<file path="config.mk">
export PLATFORM = sky130hd
export DESIGN_NAME = pc_fetch
export DESIGN_NICKNAME = d
export VERILOG_FILES = /design/src/rtl/pc_fetch_pkg.sv /design/src/rtl/fetch_skid_buf.sv /design/src/rtl/pc_fetch.sv
export SDC_FILE = /design/constraint.sdc
export NUM_CORES = 1
export LEC_CHECK = 0
export ABC_AREA = 1
export CAP_MARGIN = 20
export CORE_UTILIZATION = 56
export DETAILED_ROUTE_END_ITERATION = 12
export PLACE_DENSITY = 0.81
export SLEW_MARGIN = 5
export SYNTH_ARGS = -nofsm -noshare
export SYNTH_HDL_FRONTEND = slang
export SYNTH_SLANG_ARGS = --single-unit
</file>
<file path="constraint.sdc">
create_clock -name clk -period 7.1 [get_ports clk]
set_input_delay 1.42 -clock clk [delete_from_list [all_inputs] [get_ports clk]]
set_output_delay 1.42 -clock clk [all_outputs]
set_load 0.01 [all_outputs]
</file>
<file path="src/rtl/pc_fetch_pkg.sv">
// Shared constants and types for the instruction-fetch stage.
package pc_fetch_pkg;

  localparam logic [31:0] RESET_PC_DEFAULT = 32'hBFC0_0000;
  localparam logic [31:0] NOP_INST         = 32'h0000_0000;
  localparam logic [4:0]  EXC_ADEL         = 5'h04;

  typedef struct packed {
    logic [31:0] pc;
    logic [31:0] inst;
    logic        inslot;
  } fetch_entry_t;

endpackage

</file>
<file path="src/rtl/fetch_skid_buf.sv">
// One-entry holding buffer for fetched data that arrives while decode is stalled.
module fetch_skid_buf
  import pc_fetch_pkg::*;
(
  input  logic         clk,
  input  logic         rst_n,
  input  logic         clr_i,
  input  logic         push_i,
  input  logic         pop_i,
  input  fetch_entry_t din_i,
  output logic         valid_o,
  output fetch_entry_t dout_o
);

  logic         valid_q;
  fetch_entry_t entry_q;

  always_ff @(posedge clk or negedge rst_n) begin
    if (!rst_n) begin
      valid_q <= 1'b0;
      entry_q <= '0;
    end else if (clr_i) begin
      valid_q <= 1'b0;
    end else if (push_i) begin
      valid_q <= 1'b1;
      entry_q <= din_i;
    end else if (pop_i) begin
      valid_q <= 1'b0;
    end
  end

  assign valid_o = valid_q;
  assign dout_o  = entry_q;

endmodule

</file>
<file path="src/rtl/pc_fetch.sv">
// Instruction fetch: single-outstanding memory requests, branch/flush redirect, delay-slot tagging.
// Optional macro IF_ADEL_EN adds misaligned-PC detection with output if_adel_o.
module pc_fetch
  import pc_fetch_pkg::*;
#(
  parameter logic [31:0] RESET_PC = RESET_PC_DEFAULT
) (
  input  logic        clk,
  input  logic        rst_n,
  input  logic        if_stall_i,
  input  logic        if_flush_i,
  input  logic [31:0] if_flush_pc_i,
  input  logic        branch_en_i,
  input  logic [31:0] branch_pc_i,
  output logic        inst_req_o,
  output logic [31:0] inst_addr_o,
  input  logic        inst_addr_ok_i,
  input  logic        inst_data_ok_i,
  input  logic [31:0] inst_rdata_i,
  output logic [31:0] id_pc_o,
  output logic [31:0] id_inst_o,
  output logic        id_inslot_o,
  output logic        id_valid_o,
  output logic        if_stallreq_o
`ifdef IF_ADEL_EN
  , output logic      if_adel_o
`endif
);

  logic [31:0]  pc_q, pc_d, redir_pc_q, redir_pc_d, req_pc_q, req_pc_d;
  logic         run_q, outst_q, outst_d, drop_q, drop_d, redir_q, redir_d;
  logic         req_slot_q, req_slot_d, id_valid_q, id_valid_d;
  fetch_entry_t id_q, id_d, data_entry, skid_out, skid_tagged;
  logic         skid_valid, skid_push, skid_pop, skid_clr;
  logic         accept, take_data, br, slot_asked, adel_w;
  logic [31:0]  slot_pc;

`ifdef IF_ADEL_EN
  logic adel_q, adel_d;
  assign adel_w    = (pc_q[1:0] != 2'b00);
  assign if_adel_o = adel_q;
`else
  assign adel_w = 1'b0;
`endif

  // run_q keeps the request line low during and immediately out of reset
  assign inst_req_o  = run_q & ~outst_q & ~skid_valid & ~if_flush_i & ~adel_w;
  assign inst_addr_o = pc_q;
  assign accept      = inst_req_o & inst_addr_ok_i;
  assign take_data   = outst_q & inst_data_ok_i & ~drop_q;
  assign br          = branch_en_i & id_valid_q & ~if_stall_i & ~if_flush_i;
  assign slot_pc     = id_q.pc + 32'd4;
  assign slot_asked  = (pc_q != slot_pc);

  // A delay slot already in flight picks up its tag on the way into decode
  assign data_entry  = '{pc: req_pc_q, inst: inst_rdata_i,
                         inslot: req_slot_q | (br & (req_pc_q == slot_pc))};
  assign skid_tagged = '{pc: skid_out.pc, inst: skid_out.inst,
                         inslot: skid_out.inslot | (br & (skid_out.pc == slot_pc))};

  fetch_skid_buf u_skid (
    .clk     (clk),
    .rst_n   (rst_n),
    .clr_i   (skid_clr),
    .push_i  (skid_push),
    .pop_i   (skid_pop),
    .din_i   (data_entry),
    .valid_o (skid_valid),
    .dout_o  (skid_out)
  );

  always_comb begin
    pc_d       = pc_q;
    outst_d    = outst_q;
    drop_d     = drop_q;
    redir_d    = redir_q;
    redir_pc_d = redir_pc_q;
    req_pc_d   = req_pc_q;
    req_slot_d = req_slot_q;
    id_d       = id_q;
    id_valid_d = id_valid_q;
    skid_push  = 1'b0;
    skid_pop   = 1'b0;
    skid_clr   = 1'b0;
`ifdef IF_ADEL_EN
    adel_d     = adel_q;
    if (if_flush_i | ~if_stall_i) adel_d = 1'b0;
`endif
    if (outst_q & inst_data_ok_i) begin
      outst_d = 1'b0;
      drop_d  = 1'b0;
    end
    if (if_flush_i) begin
      pc_d        = if_flush_pc_i;
      redir_d     = 1'b0;
      skid_clr    = 1'b1;
      id_valid_d  = 1'b0;
      id_d.inst   = NOP_INST;
      id_d.inslot = 1'b0;
      drop_d      = outst_q & ~inst_data_ok_i;
    end else begin
      if (accept) begin
        outst_d  = 1'b1;
        req_pc_d = pc_q;
        if (redir_q) begin
          pc_d       = redir_pc_q;
          redir_d    = 1'b0;
          req_slot_d = 1'b1;
        end else begin
          pc_d       = pc_q + 32'd4;
          req_slot_d = 1'b0;
        end
      end
      if (br) begin
        if (slot_asked) begin
          pc_d = branch_pc_i;
          if (outst_q & ~inst_data_ok_i & (req_pc_q == slot_pc)) req_slot_d = 1'b1;
        end else if (accept) begin
          pc_d       = branch_pc_i;
          req_slot_d = 1'b1;
        end else begin
          redir_d    = 1'b1;
          redir_pc_d = branch_pc_i;
        end
      end
      if (!if_stall_i) begin
        if (skid_valid) begin
          id_d       = skid_tagged;
          id_valid_d = 1'b1;
          skid_pop   = 1'b1;
        end else if (take_data) begin
          id_d       = data_entry;
          id_valid_d = 1'b1;
`ifdef IF_ADEL_EN
        end else if (adel_w & ~outst_q) begin
          id_d       = '{pc: pc_q, inst: NOP_INST, inslot: 1'b0};
          id_valid_d = 1'b1;
          adel_d     = 1'b1;
`endif
        end else begin
          id_valid_d  = 1'b0;
          id_d.inst   = NOP_INST;
          id_d.inslot = 1'b0;
        end
      end else if (take_data) begin
        skid_push = 1'b1;
      end
    end
  end

  always_ff @(posedge clk or negedge rst_n) begin
    if (!rst_n) begin
      pc_q       <= RESET_PC;
      run_q      <= 1'b0;
      outst_q    <= 1'b0;
      drop_q     <= 1'b0;
      redir_q    <= 1'b0;
      redir_pc_q <= '0;
      req_pc_q   <= '0;
      req_slot_q <= 1'b0;
      id_q       <= '0;
      id_valid_q <= 1'b0;
    end else begin
      pc_q       <= pc_d;
      run_q      <= 1'b1;
      outst_q    <= outst_d;
      drop_q     <= drop_d;
      redir_q    <= redir_d;
      redir_pc_q <= redir_pc_d;
      req_pc_q   <= req_pc_d;
      req_slot_q <= req_slot_d;
      id_q       <= id_d;
      id_valid_q <= id_valid_d;
    end
  end

`ifdef IF_ADEL_EN
  always_ff @(posedge clk or negedge rst_n) begin
    if (!rst_n) adel_q <= 1'b0;
    else        adel_q <= adel_d;
  end
`endif

  assign id_pc_o       = id_q.pc;
  assign id_inst_o     = id_q.inst;
  assign id_inslot_o   = id_q.inslot;
  assign id_valid_o    = id_valid_q;
  assign if_stallreq_o = ~id_valid_q & ~if_flush_i;

endmodule

</file>
==> impl_metrics.py <==
metrics = {
    "hold_path": {
        "whs_endpoint": "redir_pc_q[12]$_DFFE_PN0P_",
        "whs_path_depth": 2,
        "hp-class": "reg -> reg",
        "worstHoldStart": "redir_pc_q[12]$_DFFE_PN0P_",
    },
    "setup_path": {
        "rrSetupSlack_ns": 2.83,
        "worstSetupPathType": "reg -> reg",
        "critPathSlowestCell": "dfrtp_1",
        "r2r-end": "redir_pc_q[28]$_DFFE_PN0P_",
        "arrival_ns": 4.68,
        "worst_r2r_path_depth": 18,
        "critPathCaptureType": "flop",
        "start_kind": "flop",
        "required_ns": 7.50,
        "startpoint": "id_pc_o[2]$_DFFE_PN0P_",
        "path_max_fanout": 50,
        "critical_path.cell_chain": "ha_1, nand2_2, nor2_4, nand2_2, inv_1, nand2_1, nand2_1, nand2_1, nand2_1, nand2_1, nor2_1, nand2_1, nor2_8, nand3_4, nor2_4, nand2_4, nand2_1, o21ai_2",
        "timing.rr.start": "id_pc_o[2]$_DFFE_PN0P_",
        "path_common_cell": "nand2_1",
        "slowest_delay_ns": 0.54,
    },
    "floorplan": {
        "boundaryPins": 203,
        "rows": 58,
        "fp.dieArea_um2": 26900,
        "fp.dieW_um": 164,
        "start_util_pct": 57.8,
        "dieHeight_um": 164,
        "core_um2": 25500,
    },
    "global_route": {
        "antenna_found_initial": 0,
        "first_global_vias": 14346,
        "grt_first_pass_wirelength_um": 78500,
        "grt_max_degree": 112,
        "track_usage_pct": 37.8,
        "gr-total-overflow": 0,
    },
    "timing": {
        "fmax_ghz": 0.234,
        "fin_crit_ns": 4.27,
        "whs_ns": 0.474,
        "rsz0062_at_grt": "false",
        "setup_violations": 0,
        "hold_viol": 0,
        "fin_skew_ns": 0.0143,
        "slew_violations": 0,
        "finalSetupTns_ns": 0,
        "period_share_pct": 60.2,
        "worstMarginPinSlew_ns": 1.12,
        "relSlewSlack_pct": 24.8,
    },
    "placement": {
        "placed_cells": 2627,
        "gp_congestion": 0.992,
        "port_buffers": 202,
        "dp_hpwl_um": 36600,
    },
    "cts": {
        "cts_sinks": 233,
        "h-tree-depth": 1,
        "cts_tree": "done",
        "ctsHoldBuffers": 0,
        "clk_latency_ns": 0.54,
        "clkTransAtPathRegs_ns": 0.06,
        "ctsResizeCount": 0,
        "cts_buffers": 27,
        "cts-root-buf": "clkbuf_16",
        "post_cts_buffers": 0,
        "cts_max_path_buffers": 3,
    },
    "logic_synthesis": {
        "ys.flop_type": "dfrtp_1",
        "syn_area_um2": 14700,
        "ys_types": 49,
        "synth-seq-cells": 233,
        "syn_nets": 2274,
        "synth-seq-area-share_pct": 39.7,
        "avgSynthCellArea_um2": 6.79,
        "yosysWarnings": 0,
        "synth_enable_flop_cells": 0,
        "ys_async_sr_fraction_pct": 100,
        "synthCells": 2169,
    },
    "pwr": {
        "power_switching_mw": 2.03,
        "p_leak_nw": 8.76,
        "power.share.clock_pct": 27.4,
        "comb_power_share_pct": 35.0,
        "peakVddDrop_uv": 225,
        "swShare_pct": 39.8,
        "p_int_mw": 3.08,
        "seqPwrFrac_pct": 37.6,
        "pwr_density_cell_nw_per_um2": 288,
    },
    "job": {
        "maxCapViolCount": 0,
    },
    "layout": {
        "drive_gt1_share_pct": 6.09,
        "diodes": 0,
        "fin_nets": 2432,
        "final_cell_count_no_fill": 2677,
        "nFillCells": 2197,
        "syn_to_final_growth_pct": 20.8,
    },
    "routing": {
        "finalWirelength_um": 50400,
        "first_pass_iters": 6,
        "wl_per_cell_um": 18.8,
        "vias": 15499,
        "drtIter0Drc": 1762,
        "viasPerCell": 5.79,
        "drc": 0,
        "antenna_left": 0,
    },
    "outcome": {
        "status": "finished, final reports clean",
    },
}
==> state kept, by name, indices dropped and copies added, names as in the netlist, named ones only <==
register and cells:
redir_q 1, u_skid.valid_o 1, id_pc_o 32, redir_pc_q 32, req_pc_q 32, inst_addr_o 31
u_skid.dout_o 65, id_inst_o 32, id_inslot_o 1, req_slot_q 1, drop_q 1, id_valid_o 1
outst_q 1, run_q 1
==> cell families (layout without fill, tap and decap cells) <==
family	Yosys count	in the layout	synth area share, %
compound gates	369	369	14.1
xor+xnor	43	43	2.56
fa+ha+maj	2	2	0.170
buf+inv	331	509	8.87
flops	233	233	39.7
other cells	1	1	0.0255
simple gates	1190	1190	34.6
==> synthesized netlist by cell type, types with 3 or more instances <==
| cell type | instances | area share, % |
|---|---|---|
| buf_1 | 6 | 0.15 |
| inv_2 | 4 | 0.10 |
| nor2_8 | 4 | 0.54 |
| nor2_4 | 8 | 0.61 |
| xnor2_1 | 4 | 0.24 |
| o211ai_1 | 35 | 1.8 |
| nand3_1 | 144 | 4.9 |
| or2_2 | 9 | 0.38 |
| o21ai_1 | 16 | 0.54 |
| a41oi_1 | 3 | 0.18 |
| o21ai_2 | 19 | 1.1 |
| nor4_1 | 6 | 0.26 |
| xor2_1 | 39 | 2.3 |
| nand2_4 | 3 | 0.23 |
| nand3b_1 | 6 | 0.31 |
| inv_1 | 239 | 6.1 |
| a22oi_1 | 6 | 0.31 |
| and3_1 | 3 | 0.13 |
| dfstp_2 | 9 | 1.6 |
| nand2_1 | 748 | 19 |
| nor3_1 | 44 | 1.5 |
| a21oi_1 | 57 | 1.9 |
| nand4_1 | 32 | 1.4 |
| clkbuf_1 | 70 | 1.8 |
| and2_1 | 3 | 0.13 |
| nor2_2 | 10 | 0.43 |
| buf_6 | 8 | 0.61 |
| nand2_2 | 14 | 0.60 |
| o21bai_1 | 4 | 0.20 |
| dfrtp_1 | 224 | 38 |
| nor2_1 | 151 | 3.9 |
| a31oi_1 | 4 | 0.17 |
| o21ai_0 | 217 | 7.4 |
==> area by class of cell <==
class                   instances  area [um2]  share of cell area (%)
clock inverters                11         143                   0.802
multi-input cells            1605        7600                    42.7
inverters                     245         920                    5.17
clock buffers                  38         727                    4.09
repair buffers                215        2140                    12.0
well taps                     330         413                    2.32
flip-flops and latches        233        5840                    32.9
==> layer usage <==
metal  wire [um]  global-route usage (%)
met5           0                       0
met4        1930                    14.9
met3        4670                    6.21
met2       22700                    59.1
met1       21100                    52.3
==> critical path: cells and delay by family, from the launching register on <==
family                     cells  cell delay, ns
and+or+nand+nor               15            3.11
DFF                            1            0.54
adders and majority gates      1            0.26
buffers and inverters          1            0.11
AOI/OAI and AO/OA              1            0.07
==> power by group through the flow <==
| stage | logic, mW | clock network [mW] | registers, mW |
|---|---|---|---|
| 3_5_place_dp | 1.75 | 0 | 1.93 |
| 6_report | 1.79 | 1.40 | 1.92 |
| 5_1_grt | 1.99 | 1.45 | 1.95 |
| 4_1_cts | 1.77 | 1.41 | 1.91 |
| 3_3_place_gp | 1.72 | 0 | 1.92 |
| 2_1_floorplan | 1.07 | 0 | 1.87 |
==> worst max-delay path by stage <==
stage               slack [ns]                         end  depth (start not counted)
floorplan                 3.35               if_stallreq_o                          4
global placement          2.84     id_inslot_o$_DFFE_PN0P_                         15
detailed placement        2.82     id_inslot_o$_DFFE_PN0P_                         15
CTS                       2.87                  inst_req_o                          6
global route              2.64   redir_pc_q[6]$_DFFE_PN0P_                         16
finish                    2.83  redir_pc_q[28]$_DFFE_PN0P_                         18
==> per-stage QoR <==
step | util, % | power (mW) | cell area [um2] | setup WS [ns]
after floorplan | - | 2.94 | 14700 | 3.35
after global placement | 66.3 | 3.64 | 16900 | 2.84
after detailed placement | 66.3 | 3.68 | 16900 | 2.82
after CTS | 69.7 | 5.08 | 17800 | 2.87
after global routing | 69.8 | 5.40 | 17800 | 2.64
final | 69.8 | 5.12 | 17800 | 2.83
==> layout by cell type (no fill, tap or decap), drive strengths merged, types with 8 or more instances in the layout <==
master / count
buf: 15
nor2: 173
nand4: 32
o21ai: 252
nor3: 44
a21oi: 57
clkbuf: 38
o211ai: 35
dfstp: 9
or2: 9
clkinv: 8
clkdlybuf4s50: 200
nand3: 146
xor2: 39
dfrtp: 224
inv: 243
nand2: 765
(Power assumes the default switching activity.)
